==> src/rtl/alu_cmd_sequencer.sv <==
// rtl/alu_cmd_sequencer.sv - replays one (A, B, OP) command as top_ALU button strobes and captures the LED result
module alu_cmd_sequencer #(
  parameter int NB_DATA = 6,
  parameter int NB_OP   = 6,
  parameter int SETTLE  = 2
) (
  input  logic               clock,
  input  logic               reset,
  input  logic               i_cmd_valid,
  output logic               o_cmd_ready,
  input  logic [NB_DATA-1:0] i_a,
  input  logic [NB_DATA-1:0] i_b,
  input  logic [NB_OP-1:0]   i_op,
  output logic [NB_DATA-1:0] o_sw,
  output logic [2:0]         o_buttons,
  input  logic [NB_DATA-1:0] i_led,
  output logic [NB_DATA-1:0] o_result,
  output logic               o_result_valid,
  input  logic               i_result_ready,
  output logic               o_busy
);

  // Counter only has to reach SETTLE-1; keep at least one bit so SETTLE of 0 or 1 still elaborates.
  localparam int CW = (SETTLE > 1) ? $clog2(SETTLE) : 1;
  localparam logic [CW-1:0] CNT_INIT = CW'((SETTLE > 0) ? (SETTLE - 1) : 0);

  typedef enum logic [2:0] {
    S_IDLE    = 3'd0,
    S_LOAD_A  = 3'd1,
    S_LOAD_B  = 3'd2,
    S_LOAD_OP = 3'd3,
    S_WAIT    = 3'd4,
    S_RESP    = 3'd5
  } state_t;

  state_t             state;
  state_t             state_nx;
  logic [NB_DATA-1:0] a_reg;
  logic [NB_DATA-1:0] b_reg;
  logic [NB_OP-1:0]   op_reg;
  logic [NB_DATA-1:0] result_reg;
  logic [CW-1:0]      cnt;
  logic               capture;

  // State register, command latch, settle counter and result capture.
  always_ff @(posedge clock) begin
    if (!reset) begin
      state      <= S_IDLE;
      a_reg      <= '0;
      b_reg      <= '0;
      op_reg     <= '0;
      result_reg <= '0;
      cnt        <= '0;
    end else begin
      state <= state_nx;
      if (state == S_IDLE && i_cmd_valid) begin
        a_reg  <= i_a;
        b_reg  <= i_b;
        op_reg <= i_op;
      end
      if (state == S_LOAD_OP) begin
        cnt <= CNT_INIT;
      end else if (state == S_WAIT && cnt != '0) begin
        cnt <= cnt - CW'(1);
      end
      if (capture) begin
        result_reg <= i_led;
      end
    end
  end

  // Next-state decode; capture fires on the edge that leaves the settle window.
  always_comb begin
    state_nx = state;
    capture  = 1'b0;
    case (state)
      S_IDLE:    if (i_cmd_valid) state_nx = S_LOAD_A;
      S_LOAD_A:  state_nx = S_LOAD_B;
      S_LOAD_B:  state_nx = S_LOAD_OP;
      S_LOAD_OP: begin
        if (SETTLE == 0) begin
          state_nx = S_RESP;
          capture  = 1'b1;
        end else begin
          state_nx = S_WAIT;
        end
      end
      S_WAIT: begin
        if (cnt == '0) begin
          state_nx = S_RESP;
          capture  = 1'b1;
        end
      end
      S_RESP:    if (i_result_ready) state_nx = S_IDLE;
      default:   state_nx = S_IDLE;
    endcase
  end

  // Outputs decoded from the state register and latched command only.
  always_comb begin
    o_sw      = '0;
    o_buttons = 3'b000;
    case (state)
      S_LOAD_A:  begin o_sw = a_reg; o_buttons = 3'b100; end
      S_LOAD_B:  begin o_sw = b_reg; o_buttons = 3'b010; end
      S_LOAD_OP: begin o_sw = NB_DATA'(op_reg); o_buttons = 3'b001; end
      S_WAIT:    o_sw = NB_DATA'(op_reg);
      S_RESP:    o_sw = NB_DATA'(op_reg);
      default:   o_sw = '0;
    endcase
  end

  assign o_cmd_ready    = (state == S_IDLE);
  assign o_busy         = (state != S_IDLE);
  assign o_result_valid = (state == S_RESP);
  assign o_result       = result_reg;

endmodule

==> config.mk <==
export PLATFORM = sky130hd
export DESIGN_NAME = alu_cmd_sequencer
export DESIGN_NICKNAME = d
export VERILOG_FILES = /design/src/rtl/alu_cmd_sequencer.sv
export SDC_FILE = /design/constraint.sdc
export NUM_CORES = 1
export LEC_CHECK = 0
export BUFFER_PORTS_ARGS = -buffer_cell sky130_fd_sc_hd__buf_2
export CAP_MARGIN = 20
export CORE_MARGIN = 2
export CORE_UTILIZATION = 49
export CTS_BUF_LIST = sky130_fd_sc_hd__clkbuf_16
export CTS_CLUSTER_DIAMETER = 100
export DETAILED_ROUTE_END_ITERATION = 6
export PLACE_DENSITY = 0.88
export SLEW_MARGIN = 20
export SYNTH_ARGS = -nofsm -noshare
export SYNTH_HDL_FRONTEND = slang
export SYNTH_SLANG_ARGS = --single-unit
==> constraint.sdc <==
create_clock -name clock -period 2 [get_ports clock]
set_clock_uncertainty 0.15 [all_clocks]
set_input_delay 0.4 -clock clock [delete_from_list [all_inputs] [get_ports clock]]
set_output_delay 0.4 -clock clock [all_outputs]
set_load 0.02 [all_outputs]
### Yosys cells after proc, flatten, opt, wreduce, memory -nomap -nowiden

Cells that the tools add are included.

* mux-type cells: 10
* reductions and logical operators: 7
* add/sub/neg operators: 1
* eq/ne operators: 8

Operators with widths (number)
* $pmux 3 s6: 1
* $pmux 6 s3: 1
* $mux 3: 3
* $pmux 3 s3: 1
* $eq 3x2->1 const B: 2
* $eq 3x3->1 const B: 2
* $mux 1: 4
* $ne 2x2->1 const B: 2
* $eq 3x1->1 const B: 1
* $logic_not 3->1: 1
* $reduce_and 3->1: 1
* $reduce_bool 3->1: 1
* $reduce_or 3->1: 1
* $logic_and 1x1->1: 2
* $ne 2x1->1 const B: 1
* $reduce_bool 2->1: 1
* $sub 1x1->1 const B: 1

* word-level logic and storage cells: 32
* flip-flop bits (word level): 28
* bits of input ports: 28

### Logic depth before layout (Yosys ltp)

Gate-level depths: netlist of run 1.

* word-level depth: 4
* gate-level depth with buffers: 6
* depth with buffers taken out: 3

### Worst setup path before layout of run 1

Ideal clock, no wire load.

* path type: register to output
* from: reg state[0]
* to: out o_busy
* arrival time: 1.455 ns
* buffers on the path: 2
* cell stages (with the launch flop): 5
* data required time: 1.450 ns
* path slack: -0.005 ns
* cell sequence: dfxtp_1 buf_6 clkbuf_1 nor3_1 inv_1

* cells in the longest elaborated chain, start to end: 1

RTL lines
* start: declaration: line 36 `state_t state;`
* start signal: assignment: line 55 `state <= state_nx;`
* $reduce_bool 3->1: line 114 `assign o_busy = (state != S_IDLE);`
* end: declaration: line 20 `output logic o_busy`

Every way passes these cells.

### Worst setup path in the final report of run 1

* from: reg state[0]
* to: out o_sw[4]

* cells in the longest elaborated chain, start to end: 3
* elaborated cells on any way between the ends: 7

RTL lines
* $eq 3x3->1 or $eq 3x2->1 (tied branches): line 103 `case (state)`
* $reduce_or 3->1 (no line)
* $pmux 6 s3 *: line 103
* end: declaration: line 14 `output logic [NB_DATA-1:0] o_sw,`

Mark *: on every way between the ends. The rest lies on a longest branch, timed or not.

==> results.yml, run 1 <==
clock_network:
  ctsHoldBuffers: 0
  cts_buffer_depth: 2
  htree_levels: 1
  clock_latency_ns: 0.26
  clkSinkCount: 28
  clkTransAtPathRegs_ns: 0.07
  numCtsBuffers: 3
  cts-root-buf: "clkbuf_16"
  cts_tree: "done"
timing:
  rsz0062_at_grt: "yes"
  fin_crit_sh: 0.991
  max_freq_mhz: 505
  setup_violations: 0
  slew_headroom: 0.749
  hold_viol_final: 0
  totalNegativeSetupSlack_ns: 0
  layout_min_cycle_time_ns: 1.98
  slew_violations: 0
  tightestPinTransition_ns: 0.377
worst_setup_path:
  r2r_slack_ns: 0.29
  reg2reg_from: "state[0]$_SDFFE_PN0P_"
  start_kind: "flop"
  rr_endpoint: "a_reg[0]$_SDFFE_PN0P_"
  worstSetupPathType: "reg -> out"
  end_kind: "output pin"
  r2r_cells: 5
  worstPathArrival_ns: 1.43
  required_ns: 1.45
  critPathLaunch: "state[0]$_SDFFE_PN0P_"
  crit_fanout: 8
floorplan:
  rows: 19
  initial_core_util: 0.512
  io_pins: 46
  die_area_um2: 3300
  die_y_um: 57.5
  core_area_um2: 2730
  dieWidth_um: 57.5
cells_and_area:
  area_growth_pct: 28.4
  drive_above_1_share: 0.457
  fin_nets: 239
  fin_cells: 241
  fin_area_um2: 1800
  num_antenna_cells: 0
  fillCellCount: 233
  final_util: 0.658
power_and_ir_drop:
  peakVddDrop_mv: 0.797
  powerDensity_nw_per_um2: 837
  power_w: 0.00151
  p_leak_nw: 0.783
yosys:
  synth_area_leader_cell: "dfxtp_1"
  synth_top_family_by_area: "simple AND/OR/NAND/NOR gates"
  synth_compound_area_frac: 0.217
  yosys_most_used_dff: "dfxtp_1"
  yosysWarnings: 0
  seq_area_frac_synth: 0.400
  netlist.area_leader.share: 0.400
  synth.cell_area_um2: 1400
  synthesis.nets: 193
  synth_seq_cells: 28
  synthesis.instances: 165
  avgSynthCellArea_um2: 8.49
  synth-edff-count: 0
  synth_most_common_cell: "nand2_1"
  synth_xor_area_frac: 0.00626
  synth.distinct_cells: 29
  muxShareOfSynthArea: 0.0465
  synth_common_cells: "32 x nand2_1, 28 x dfxtp_1, 22 x nand3_1"
  async_reset_ff_frac: 0
  yosys.area_share.simple: 0.235
  synth_area_leaders: "dfxtp_1 40%, o21ai_2 11%, nand2_1 8.6%"
  synthAdderAreaFrac: 0
drt:
  wire_per_inst_um: 13.2
  drtIter0Drc: 52
  drc: 0
  ant_nets: 0
  via_count: 1286
  routed_wl_um: 3180
  drt-vias-per-instance: 5.34
  drtPass1Iterations: 4
place:
  routabilityCongestion: 0.872
  dp_cells: 237
  dpl.hpwl_um: 2140
  io_buffers: 45
  placed_area_um2: 1670
global_routing:
  first_global_vias: 1144
  grt_overflow: 0
  grt_pass1_wl_um: 5060
  antenna_found_initial: 0
  grt_max_degree: 37
  track_usage: 0.200
worst_hold_path:
  hold_start: "i_led[4]"
  holdPathEnd: "o_result[4]$_SDFFE_PN0P_"
  hp-class: "in -> reg"
  min_path_cells: 3
run_status:
  outcome: "complete, no violations"
flow_run:
  maxCapViolations: 0
==> power breakdown <==
part	internal [W]	switching, W	total [W]
registers	0.000611	0.0000527	0.000664
clock network	0.000268	0.000185	0.000453
logic	0.000173	0.000216	0.000389
total	0.00105	0.000454	0.00151
==> per-layer routing <==
layer / part of all wire / GRT usage / routed length [um]
met5: 0 / 0 / 0
met4: 0.028 / 0.140 / 89
met3: 0.036 / 0.0227 / 114
met2: 0.50 / 0.321 / 1580
met1: 0.44 / 0.248 / 1400
==> cell usage in the layout (no fill, tap or decap), types with 10 or more instances in the layout <==
cell type  netlist  final
o21ai_0         13     10
o21ai_2         18     18
nand3_1         22     22
nand2_1         32     32
buf_2            1     44
buf_4            0     11
dfxtp_1         28     25
==> repair_timing <==
item | 4_1_cts | 5_1_grt
setup buffers | 0 | 0
gates resized for setup | 7 | 11
pin swaps | 0 | 1
cloned | 0 | 0
endpoints found under the setup margin | 6 | 6
==> worst max-delay path by stage <==
stage,to,slack (ns),cells past startpoint
2_1_floorplan,o_sw[0],0.09,4
4_1_cts,o_sw[5],0.007,5
5_1_grt,o_sw[4],-0.0001,4
6_report,o_sw[4],0.02,4
3_5_place_dp,o_sw[3],0.19,4
3_3_place_gp,o_sw[3],0.20,4
==> worst max-delay path, cell delays in order (launching register included) <==
cell and delay, ns:
dfxtp_4 0.40, mux2_2 0.37, a22oi_2 0.14, o21ai_0 0.10
buf_2 0.16
==> metrics by stage <==
stage / worst slack (ns) / hold slack, ns
3_3_place_gp: 0.202 / 0.293
2_1_floorplan: 0.0884 / 0.286
6_report: 0.0184 / 0.210
3_5_place_dp: 0.187 / 0.298
5_1_grt: -0.000150 / 0.221
4_1_cts: 0.00747 / 0.207
==> logic make-up (layout without fill, tap and decap cells) <==
family | count (synthesis) | in the layout
AO/OA/AOI/OAI | 42 | 42
multiplexers | 6 | 6
XOR/XNOR | 1 | 1
buffers and inverters | 20 | 65
flip-flops | 28 | 28
AND/OR/NAND/NOR | 68 | 68
==> layout make-up <==
| class | count | area [um^2] | area share |
|---|---|---|---|
| inverter | 3 | 11.3 | 0.00626 |
| tap | 31 | 38.8 | 0.0216 |
| sequential | 28 | 569 | 0.317 |
| timing repair buffer | 58 | 354 | 0.197 |
| clock buffer | 3 | 75.1 | 0.0418 |
| clock inverter | 1 | 3.75 | 0.00209 |
| multi-input combinational | 117 | 746 | 0.415 |
No activity file was read; power rests on OpenSTA's default activity.
==> run 2: changes to the inputs <==
--- a/config.mk
+++ b/config.mk
@@ -8,11 +8,11 @@
 export BUFFER_PORTS_ARGS = -buffer_cell sky130_fd_sc_hd__buf_2
 export CAP_MARGIN = 20
 export CORE_MARGIN = 2
-export CORE_UTILIZATION = 49
-export CTS_BUF_LIST = sky130_fd_sc_hd__clkbuf_16
+export CORE_UTILIZATION = 52
+export CTS_BUF_LIST = sky130_fd_sc_hd__clkbuf_8
 export CTS_CLUSTER_DIAMETER = 100
 export DETAILED_ROUTE_END_ITERATION = 6
-export PLACE_DENSITY = 0.88
+export PLACE_DENSITY = 0.92
 export SLEW_MARGIN = 20
 export SYNTH_ARGS = -nofsm -noshare
 export SYNTH_HDL_FRONTEND = slang
==> run 2 against run 1 <==
The run now ends with setup timing left. Flip-flop and latch count did not move. Routed wire length rose by 0.97%. Final area fell by 3.8%. First-iteration DRC count fell by 7.7%. Final cell count fell by 2.1%. Highest routed layer unchanged. Maximum frequency fell by 1.7%. Register-to-register slack got worse by 0.20 ns. Via count rose by 2.4%. Non-clock buffer count fell by 3.
==> results.yml, run 2 (synthesized netlist as in run 1, its figures left out) <==
drt:
  routed_wl_um: 3210
  via_count: 1317
  ant_nets: 0
  wire_per_inst_um: 13.6
  drc: 0
  drt-vias-per-instance: 5.58
  drtPass1Iterations: 4
  drtIter0Drc: 48
cells_and_area:
  fin_area_um2: 1730
  area_growth_pct: 23.5
  drive_above_1_share: 0.451
  fin_nets: 236
  num_antenna_cells: 0
  fillCellCount: 208
  final_common_cell: "buf_2"
  layout_common_cells: "41 x buf_2, 32 x nand2_1, 25 x dfxtp_1"
clock_network:
  cts_tree: "done"
  cts-root-buf: "clkbuf_8"
  cts_buffer_depth: 2
  ctsHoldBuffers: 0
  clkSinkCount: 28
  htree_levels: 1
  clkTransAtPathRegs_ns: 0.09
  clock_latency_ns: 0.27
  numCtsBuffers: 3
timing:
  fin_crit_sh: 1.01
  max_freq_mhz: 496
  tightestPinTransition_ns: 0.564
  hold_viol_final: 0
  slew_headroom: 0.624
  rsz0062_at_grt: "yes"
  setup_violations: 1
  setup_slack_ns: -0.0157
  slew_violations: 0
  layout_min_cycle_time_ns: 2.02
  totalNegativeSetupSlack_ns: -0.0157
floorplan:
  initial_core_util: 0.555
  die_area_um2: 3120
  rows: 18
  die_y_um: 55.9
  core_area_um2: 2520
  dieWidth_um: 55.9
  io_pins: 46
global_routing:
  first_global_vias: 1215
  track_usage: 0.210
  grt_overflow: 0
  grt_pass1_wl_um: 5350
  grt_max_degree: 37
  antenna_found_initial: 0
place:
  placed_area_um2: 1620
  routabilityCongestion: 0.822
  dpl.hpwl_um: 2160
  io_buffers: 45
power_and_ir_drop:
  peakVddDrop_mv: 0.641
  powerDensity_nw_per_um2: 768
  p_leak_nw: 0.743
run_status:
  failed_checks: "setup timing"
  outcome: "finished, violations left"
worst_setup_path:
  worstSetupPathType: "reg -> out"
  crit_fanout: 6
  required_ns: 1.45
  start_kind: "flop"
  r2r_slack_ns: 0.09
  worstPathArrival_ns: 1.47
  end_kind: "output pin"
worst_hold_path:
  hp-class: "in -> reg"
flow_run:
  maxCapViolations: 0
==> run 2: worst paths after layout <==
kind / start / endpoint / cells past startpoint
min reg2reg: b_reg[5]$_SDFFE_PN0P_ / b_reg[5]$_SDFFE_PN0P_ / 2
max: state[0]$_SDFFE_PN0P_ / o_sw[3] / 4
min: i_led[4] / o_result[4]$_SDFFE_PN0P_ / 3
max reg2reg: state[0]$_SDFFE_PN0P_ / op_reg[3]$_SDFFE_PN0P_ / 4
==> run 2: where the power goes <==
group          leakage [nW]  total, W  internal, W  switching [W]
clock network        0.0216  0.000296     0.000135       0.000161
logic                 0.490  0.000371     0.000154       0.000217
registers             0.231  0.000660     0.000610      0.0000508
==> run 2: layer usage <==
| layer | up-vias | share of wire | global-route usage |
|---|---|---|---|
| met5 | - | 0 | 0 |
| met4 | 0 | 0.0097 | 0.0782 |
| met3 | 5 | 0.066 | 0.0442 |
| met2 | 53 | 0.49 | 0.355 |
| met1 | 597 | 0.44 | 0.262 |
| li1 | 662 | - | - |
==> run 2: area by class of cell <==
cell class | count | area [um^2] | share of cell area
clock buffers | 3 | 41.3 | 0.0239
inverters | 3 | 15.0 | 0.00868
multi-input cells | 117 | 741 | 0.428
flip-flops and latches | 28 | 572 | 0.331
well taps | 30 | 37.5 | 0.0217
repair buffers | 55 | 323 | 0.187
==> run 2: metrics by stage <==
| step | instances | total power (W) | hold slack (ns) | util | setup WS, ns |
|---|---|---|---|---|---|
| 4_1_cts | 233 | 0.00130 | 0.193 | 0.663 | 0.00628 |
| 2_1_floorplan | 165 | 0.000941 | 0.286 | - | 0.0884 |
| 6_report | 236 | 0.00133 | 0.193 | 0.686 | -0.0157 |
| 3_5_place_dp | 230 | 0.00101 | 0.300 | 0.641 | 0.0634 |
| 5_1_grt | 236 | 0.00139 | 0.219 | 0.686 | -0.0636 |
| 3_3_place_gp | 230 | 0.000994 | 0.291 | 0.641 | 0.154 |
==> run 2: critical path, stage by stage (launching register included) <==
cell,delay [ns]
dfxtp_4,0.40
mux2_2,0.35
a22oi_2,0.19
o21ai_1,0.10
buf_4,0.16
==> run 2: repair_timing <==
action | 4_1_cts | 5_1_grt
endpoints found under the setup margin | 8 | 6
setup buffers | 0 | 3
resized for setup | 6 | 15
==> run 3: changes to the inputs <==
--- a/config.mk
+++ b/config.mk
@@ -13,6 +13,7 @@
 export CTS_CLUSTER_DIAMETER = 100
 export DETAILED_ROUTE_END_ITERATION = 6
 export PLACE_DENSITY = 0.92
+export RECOVER_POWER = 100
 export SLEW_MARGIN = 20
 export SYNTH_ARGS = -nofsm -noshare
 export SYNTH_HDL_FRONTEND = slang
==> run 3 against run 2 <==
The flow still finishes with violations (setup timing). Maximum frequency about the same. Critical path type unchanged. Largest cell class unchanged. Non-clock buffer count did not move. Register-to-register slack is essentially flat. Final area is 0.58% lower.
==> results.yml, run 3 (synthesized netlist as in run 1, its figures left out) <==
run_status:
  outcome: "finished, violations left"
  failed_checks: "setup timing"
timing:
  totalNegativeSetupSlack_ns: -0.0156
  setup_slack_ns: -0.0156
  layout_min_cycle_time_ns: 2.02
  slew_headroom: 0.104
  slew_violations: 0
  hold_viol_final: 0
  setup_violations: 1
  fin_crit_sh: 1.01
  max_freq_mhz: 496
  rsz0062_at_grt: "yes"
  tightestPinTransition_ns: 1.34
drt:
  drt-vias-per-instance: 5.58
  drtIter0Drc: 47
  ant_nets: 0
  drc: 0
  drtPass1Iterations: 4
  wire_per_inst_um: 13.6
  routed_wl_um: 3200
  via_count: 1317
floorplan:
  die_area_um2: 3120
  rows: 18
  die_y_um: 55.9
  io_pins: 46
  initial_core_util: 0.555
  core_area_um2: 2520
  dieWidth_um: 55.9
cells_and_area:
  area_growth_pct: 22.8
  layout_common_cells: "33 x buf_2, 32 x nand2_1, 25 x dfxtp_1"
  seq_area_um2: 572
  drive_above_1_share: 0.413
  fillCellCount: 208
  fin_area_um2: 1720
  num_antenna_cells: 0
  final_common_cell: "buf_2"
  fin_nets: 236
  multi_input_area_um2: 741
global_routing:
  grt_overflow: 0
  first_global_vias: 1215
  grt_pass1_wl_um: 5350
  grt_max_degree: 37
  antenna_found_initial: 0
  track_usage: 0.210
clock_network:
  cts_tree: "done"
  htree_levels: 1
  numCtsBuffers: 3
  clkTransAtPathRegs_ns: 0.09
  clkSinkCount: 28
  clock_latency_ns: 0.27
  cts_buffer_depth: 2
  ctsHoldBuffers: 0
  cts-root-buf: "clkbuf_8"
flow_run:
  maxCapViolations: 0
worst_setup_path:
  start_kind: "flop"
  worstSetupPathType: "reg -> out"
  crit_fanout: 6
  end_kind: "output pin"
  worst_path_largest_cell_delay_ns: 0.40
  required_ns: 1.45
  worstPathArrival_ns: 1.47
  crit_chain: "mux2_2 > a22oi_2 > o21ai_1 > buf_4"
  cp_slowest_cell: "dfxtp_4"
place:
  dpl.hpwl_um: 2160
  routabilityCongestion: 0.822
  io_buffers: 45
  placed_area_um2: 1620
power_and_ir_drop:
  p_leak_nw: 0.712
  peakVddDrop_mv: 0.640
  powerDensity_nw_per_um2: 771
worst_hold_path:
  hp-class: "in -> reg"
## run 3: cell types whose count changed in the layout (fill, tap and decap cells not counted), sizes merged
cell    delta
buf        -8
clkbuf     +8
## run 3: path summary, 6_finish.rpt
kind | start | slack [ns] | depth (start not counted) | end
worst max-delay path | state[0]$_SDFFE_PN0P_ | -0.02 | 4 | o_sw[3]
worst min-delay path | i_led[4] | 0.19 | 3 | o_result[4]$_SDFFE_PN0P_
worst max register to register | state[0]$_SDFFE_PN0P_ | 0.09 | 4 | op_reg[3]$_SDFFE_PN0P_
worst min register to register | b_reg[5]$_SDFFE_PN0P_ | 0.31 | 2 | b_reg[5]$_SDFFE_PN0P_
## run 3: worst max-delay path: cells and delay by family, from the launching register on
kind                   cells  cell delay, ns
muxes                      1            0.35
AOI/OAI and AO/OA          2            0.29
buffers and inverters      1            0.16
DFF                        1            0.40
## run 3: timing repair
| item | CTS | global route |
|---|---|---|
| setup buffers | 0 | 3 |
| resized for setup | 6 | 15 |
| setup endpoints to repair | 8 | 6 |
## run 3: report_power, final
part	internal, W	leakage [nW]	total [W]	switching, W
combinational	0.000152	0.459	0.000369	0.000217
clock	0.000135	0.0216	0.000296	0.000161
sequential	0.000610	0.231	0.000660	0.0000508
## run 3: metal layers
layer / track usage / wire length, um / up-vias
li1: - / - / 659
met1: 0.262 / 1390 / 599
met2: 0.355 / 1570 / 54
met3: 0.0442 / 203 / 5
met4: 0.0782 / 31 / 0
met5: 0 / 0 / -
## run 3: cell type report
| type | count | share of cell area |
|---|---|---|
| inverters | 3 | 0.00873 |
| repair buffers | 55 | 0.182 |
| clock buffers | 3 | 0.0240 |
| multi-input cells | 117 | 0.431 |
| well taps | 30 | 0.0218 |
| flip-flops and latches | 28 | 0.333 |
## run 3: through the flow
step | power, W | utilization | setup slack (ns) | hold slack [ns] | instances
6_report | 0.00133 | 0.682 | -0.0156 | 0.192 | 236
2_1_floorplan | 0.000941 | - | 0.0884 | 0.286 | 165
3_5_place_dp | 0.00101 | 0.641 | 0.0634 | 0.300 | 230
4_1_cts | 0.00130 | 0.663 | 0.00628 | 0.193 | 233
3_3_place_gp | 0.000994 | 0.641 | 0.154 | 0.291 | 230
5_1_grt | 0.00139 | 0.682 | -0.0636 | 0.219 | 236
